`config.mk`:
```
export PLATFORM = sky130hd
export DESIGN_NAME = aes_rx
export DESIGN_NICKNAME = d
export VERILOG_FILES = /design/src/rtl/aes_rx.sv
export SDC_FILE = /design/constraint.sdc
export NUM_CORES = 1
export LEC_CHECK = 0
export CORE_ASPECT_RATIO = 0.9
export CORE_UTILIZATION = 56
export CTS_CLUSTER_DIAMETER = 200
export DETAILED_ROUTE_END_ITERATION = 8
export GPL_ROUTABILITY_DRIVEN = 0
export HOLD_SLACK_MARGIN = 0.08
export PLACE_DENSITY = 0.84
export SLEW_MARGIN = 10
export SYNTH_ARGS = -nofsm -noshare
export SYNTH_HDL_FRONTEND = slang
export SYNTH_SLANG_ARGS = --single-unit
```
`constraint.sdc`:
```
create_clock -name clk -period 3.3 [get_ports clk]
set_clock_uncertainty 0.05 [all_clocks]
set_input_delay 0.99 -clock clk [delete_from_list [all_inputs] [get_ports clk]]
set_output_delay 0.99 -clock clk [all_outputs]
set_load 0.01 [all_outputs]
```
`src/rtl/aes_rx.sv`:
```
// Host-side receive framer for the AES-128 verify platform: turns a UART byte
// stream into 128-bit key / plaintext blocks with header, timeout and overrun checks.
module aes_rx #(
    parameter int          TIMEOUT  = 100000,
    parameter logic [7:0]  HDR_KEY  = 8'hA5,
    parameter logic [7:0]  HDR_DATA = 8'h5A
) (
    input  logic           clk,
    input  logic           rst_n,
    input  logic [7:0]     rx_byte,
    input  logic           rx_vld,
    output logic [127:0]   key_o,
    output logic           key_vld,
    output logic [127:0]   data_o,
    output logic           data_vld,
    input  logic           data_rdy,
    output logic           err_o,
    output logic [1:0]     err_code,
    output logic           busy
);

    localparam logic [1:0] IDLE = 2'd0;
    localparam logic [1:0] RECV = 2'd1;
    localparam logic [1:0] HOLD = 2'd2;

    localparam int         GW       = (TIMEOUT > 2) ? $clog2(TIMEOUT) : 1;
    localparam logic [GW-1:0] GAP_LAST = GW'(TIMEOUT - 1);

    logic [1:0]    state;
    logic          isKey;
    logic [3:0]    count;
    logic [GW-1:0] gap;
    logic [127:0]  shreg;
    logic [127:0]  nextBlock;
    logic          takeHdr;

    // A byte is treated as a header in IDLE, or in HOLD when the handshake frees the slot this cycle.
    assign takeHdr   = rx_vld && ((state == IDLE) || ((state == HOLD) && data_rdy));
    assign nextBlock = {shreg[119:0], rx_byte};
    assign busy      = (state != IDLE);

    always_ff @(posedge clk) begin
        if (!rst_n) begin
            state    <= IDLE;
            isKey    <= 1'b0;
            count    <= 4'd0;
            gap      <= '0;
            shreg    <= '0;
            key_o    <= '0;
            key_vld  <= 1'b0;
            data_o   <= '0;
            data_vld <= 1'b0;
            err_o    <= 1'b0;
            err_code <= 2'd0;
        end else begin
            key_vld <= 1'b0;
            err_o   <= 1'b0;

            case (state)
                RECV: begin
                    if (rx_vld) begin
                        shreg <= nextBlock;
                        count <= count + 4'd1;
                        gap   <= '0;
                        if (count == 4'd15) begin
                            if (isKey) begin
                                key_o   <= nextBlock;
                                key_vld <= 1'b1;
                                state   <= IDLE;
                            end else begin
                                data_o   <= nextBlock;
                                data_vld <= 1'b1;
                                state    <= HOLD;
                            end
                        end
                    end else if (gap == GAP_LAST) begin
                        err_o    <= 1'b1;
                        err_code <= 2'd2;
                        state    <= IDLE;
                    end else begin
                        gap <= gap + GW'(1);
                    end
                end
                HOLD: begin
                    if (data_rdy) begin
                        data_vld <= 1'b0;
                        state    <= IDLE;
                    end else if (rx_vld) begin
                        err_o    <= 1'b1;
                        err_code <= 2'd3;
                    end
                end
                default: ;
            endcase

            // Header decode comes last so a header accepted during a handshake overrides the HOLD exit.
            if (takeHdr) begin
                if (rx_byte == HDR_KEY || rx_byte == HDR_DATA) begin
                    isKey <= (rx_byte == HDR_KEY);
                    count <= 4'd0;
                    gap   <= '0;
                    state <= RECV;
                end else begin
                    err_o    <= 1'b1;
                    err_code <= 2'd1;
                end
            end
        end
    end

endmodule

```
# --- Yosys cells after proc, flatten, opt, wreduce, memory -nomap -nowiden ---
# Cells that the tools add are included.
word_totals:
  register_bits: 405
  in_bits: 12
  out_inout_bits: 262
  wordCells: 74
classes:
  add_sub_neg: 2
  eq_ne: 10
  n_mux: 37
  n_bitwise: 1
  reduce_logical: 13
op_table:
  columns: ["operator", "count"]
  rows:
  - ["$mux 17", 5]
  - ["$mux 2", 13]
  - ["$add 17x1->17 const B", 1]
  - ["$eq 17x17->1 const B", 1]
  - ["$mux 4", 4]
  - ["$reduce_and 4->1", 3]
  - ["$mux 1", 11]
  - ["$eq 8x7->1 const B", 1]
  - ["$eq 8x8->1 const B", 1]
  - ["$ne 2x2->1 const B", 4]
  - ["$pmux 2 s2", 2]
  - ["$reduce_and 5->1", 1]
  - ["$add 4x1->4 const B", 1]
  - ["$eq 4x4->1 const B", 1]
  - ["$pmux 1 s2", 2]
  - ["$reduce_and 2->1", 2]
  - ["$reduce_bool 2->1", 2]
  - ["$eq 2x1->1 const B", 1]
  - ["$eq 2x2->1 const B", 1]
  - ["$logic_and 1x1->1", 2]
  - ["$logic_not 2->1", 1]
  - ["$logic_or 1x1->1", 2]
  - ["$not 1->1", 1]

# --- Logic depth before layout (Yosys ltp) ---
logic_depth:
  word_depth: 6
  ltp_mapped: 9
  ltp_nobuf: 7

# --- Least setup slack after synthesis ---
# Ideal clock, no wire load.
synth_timing:
  kind: "in2reg"
  from: "input port rx_vld"
  to: "register key_o[23]"
  setup_ns: 0.070
  t_arrival_ns: 2.274
  required_ns: 3.180
  setup_slack_ns: 0.906
  stages: 8
  n_path_buf: 4
  cell_sequence: "buf_4 and2_1 buf_2 nand3_1 clkbuf_1 buf_1 nand2_1 a21boi_1"
synth_between:
  elab_chain_cells: 1
synth_rtl:
  columns: ["item", "line", "source"]
  rows:
  - ["start, declared", "11", "input logic rx_vld,"]
  - ["$reduce_and 4->1 (no line)", null, null]
  - ["end signal, assigned", "67", "key_o <= nextBlock;"]
  - ["end, declared", "12", "output logic [127:0] key_o,"]
# Every way passes these cells.
# A chain may end at the register's enable or synchronous reset.

# --- Worst setup path after layout ---
layout_timing:
  from: "register state[0]"
  to: "output port busy"
layout_between:
  elab_chain_cells: 1
layout_rtl:
  columns: ["item", "line", "source"]
  rows:
  - ["start, declared", "29", "logic [1:0] state;"]
  - ["start signal, assigned", "44", "state <= IDLE;"]
  - ["start signal, assigned", "69", "state <= IDLE;"]
  - ["start signal, assigned", "73", "state <= HOLD;"]
  - ["$reduce_bool 2->1", "40", "assign busy = (state != IDLE);"]
  - ["end, declared", "19", "output logic busy"]
# Every way passes these cells.

==> impl_metrics.json <==
{
  "outcome": "completed",
  "ant_nets": 0,
  "criticalPathCategory": "flop to primary output",
  "avgSynthCellArea_um2": 8.401,
  "die_height_um": 158.4,
  "first_pass_iters": 5,
  "worstSetupEndpointType": "primary output",
  "synth_top_area_frac": 0.5329,
  "fmax_ghz": 0.3552,
  "worst_pin_slew_ns": 0.9229,
  "p_int_mw": 7.785,
  "viasPerCell": 5.471,
  "fin_cells": 2395,
  "vias": 13100,
  "finalSetupViolCount": 0,
  "critPathLaunch": "state[0]",
  "required_ns": 2.26,
  "slew_headroom": 0.3847,
  "r2r-end": "state[0]",
  "std_cell_rows": 56,
  "ys_warn_count": 0,
  "synth_adder_area_share": 0.004112,
  "synth_ff_type": "dfxtp_1",
  "grt_remaining_overflow": 0,
  "rsz0062_at_grt": "false",
  "synth_common_cells": "nand2_1, dfxtp_1, a21boi_1",
  "numPortBuffers": 273,
  "ios": 274,
  "cts_buffers": 39,
  "synth_top_family_by_area": "simple AND/OR/NAND/NOR gates",
  "drt_iter0_markers": 1180,
  "synth-xor-area-share": 0.01036,
  "grt_first_pass_wirelength_um": 64290,
  "clock_latency_ns": 0.53,
  "start_util": 0.5775,
  "ys_seq_elements": 405,
  "period_share": 0.8532,
  "hold_start": "key_o[10]",
  "dieArea_um2": 27830,
  "switching_power_mw": 1.945,
  "cts_setup_buffers": 0,
  "min_to": "key_o[10]",
  "setup_tns_ns": 0,
  "synth_most_common_cell": "nand2_1",
  "placedCellCount": 2323,
  "drv_cap": 0,
  "cts_tree": "yes",
  "fin_crit_ns": 2.816,
  "yosysTopAreaCell": "dfxtp_1",
  "hold_path.class": "flop to flop",
  "synth_simple_gate_area_frac": 0.2187,
  "powerDensity_nw_per_um2": 496.8,
  "clock-sinks": 405,
  "wl_um": 40510,
  "area_delta_synth_final_pct": 28.73,
  "fin_area_um2": 19590,
  "syn_area_um2": 15210,
  "ir_worst_vdd_v": 0.0003010,
  "hold_depth": 2,
  "root_buffer": "clkbuf_16",
  "pwr-share-comb": 0.018,
  "synth_mux_area_frac": 0.0006579,
  "holdBufCountCts": 0,
  "hpwlAfterDp_um": 25930,
  "cts_buffer_depth": 3,
  "wl_per_cell_um": 16.91,
  "cts.htree.levels": 2,
  "hold_violations": 0,
  "arrival_ns": 1.78,
  "synth_cell_types": 42,
  "core_um2": 26350,
  "cts_resized": 0,
  "route.detailed.drc": 0,
  "syn_inst": 1811,
  "grt_max_degree": 127,
  "synth_edf_count": 0,
  "synth-async-reset-ratio": 0,
  "path_clk_slew_ns": 0.06,
  "p_sw_frac": 0.1999,
  "critical_path.max_fanout": 3,
  "ff2ff_setup_slack_ns": 0.90,
  "seqPwrFrac": 0.503,
  "p_leak_nw": 6.490,
  "nets": 2033,
  "p_clk_frac": 0.479,
  "grt_pass1_vias": 12310,
  "dieWidth_um": 175.7,
  "yosys-top-cells-area": "dfxtp_1, nand2_1, a21boi_1, clkbuf_1, xnor2_1",
  "layout-drive-gt1-share": 0.04934,
  "grt_usage": 0.2848,
  "reg2reg_depth": 5,
  "slew_violations": 0,
  "syn-num-nets": 1828,
  "worst_setup_path_start_kind": "flop",
  "grt_antenna_before_repair": 0,
  "synth-compound-area-share": 0.1979,
  "rr_startpoint": "gap[13]",
  "antenna_cells": 0,
  "synth-seq-area-share": 0.5329,
  "dpl_cell_area_um2": 18220
}
## layer usage
| layer | track usage | routed length (µm) | up-vias |
|---|---|---|---|
| li1 | - | - | 6252 |
| met1 | 0.3861 | 17700 | 6323 |
| met2 | 0.4683 | 19110 | 458 |
| met3 | 0.04441 | 2736 | 70 |
| met4 | 0.08654 | 965 | 0 |
| met5 | 0 | 0 | - |
## how the worst max path moves through the flow
stage | end | slack (ns) | depth (start not counted)
6_report | busy | 0.48 | 4
5_1_grt | busy | 0.39 | 4
4_1_cts | busy | 0.47 | 4
3_5_place_dp | data_o[51] | 0.44 | 6
3_3_place_gp | data_o[11] | 0.49 | 6
2_1_floorplan | key_o[23] | 0.91 | 8
## placed cells by master, fill, tap and decap left out, drive strengths merged, types with 2 or more instances in the layout
master	n
o21ai	6
or3	3
or4	2
clkinvlp	3
nand4bb	4
clkbuf	61
o21a	3
a21oi	7
buf	22
nand3	9
nand2	765
nor2	26
and3	3
nor4	2
dfxtp	405
a31oi	2
nand4	6
and2	5
ha	5
and4	2
nand2b	2
bufinv	4
nor2b	2
clkdlybuf4s50	272
xnor2	13
a21boi	378
clkinv	4
inv	8
o41ai	2
xor2	5
nor3	9
## layout make-up
| class | instances | area (µm²) |
|---|---|---|
| flip-flops and latches | 405 | 8108 |
| clock inverters | 12 | 182.7 |
| repair buffers | 295 | 3039 |
| clock buffers | 60 | 1186 |
| multi-input cells | 1268 | 6608 |
| fillers | 1911 | 6760 |
| inverters | 7 | 26.28 |
| well taps | 348 | 435.4 |
## flip-flops by register name, summed over array words and instances, names as in the netlist
signal and cells:
count 4, data_o 128, data_vld 1, err_code 2, err_o 1, gap 17
isKey 1, key_o 128, key_vld 1, shreg 120, state 2
## cells by family (layout without fill, tap and decap cells)
group                      count (synthesis)  after routing
adders and majority gates                  5              5
DFF                                      405            405
muxes                                      1              1
xor gates and xnor gates                  18             18
and+or+nand+nor                          843            843
buffers and inverters                    138            374
AOI/OAI and AO/OA                        401            401
## power groups by stage
stage | registers [mW] | logic, mW | clock network, mW
after global routing | 4.89 | 0.185 | 4.93
after floorplan | 5.00 | 0.124 | 0
final | 4.89 | 0.175 | 4.67
after CTS | 4.89 | 0.174 | 4.72
after global placement | 5.00 | 0.174 | 0
after detailed placement | 5.00 | 0.174 | 0
## worst max-delay path, stage by stage, from the launching register on
cell             delay, ns
dfxtp_1               0.36
inv_1                 0.07
ha_1                  0.23
inv_1                 0.07
clkdlybuf4s50_1       0.52
## per-stage QoR
stage	hold WS [ns]	total power, mW	util	setup slack, ns
detailed placement	0.3947	5.174	0.6914	0.4386
floorplan	0.3942	5.124	-	0.9062
global route	0.4193	10.00	0.7434	0.3943
finish	0.4030	9.730	0.7434	0.4844
CTS	0.4030	9.788	0.7434	0.4670
global placement	0.3907	5.174	0.6914	0.4948
Power figures use the tool's default switching activity.
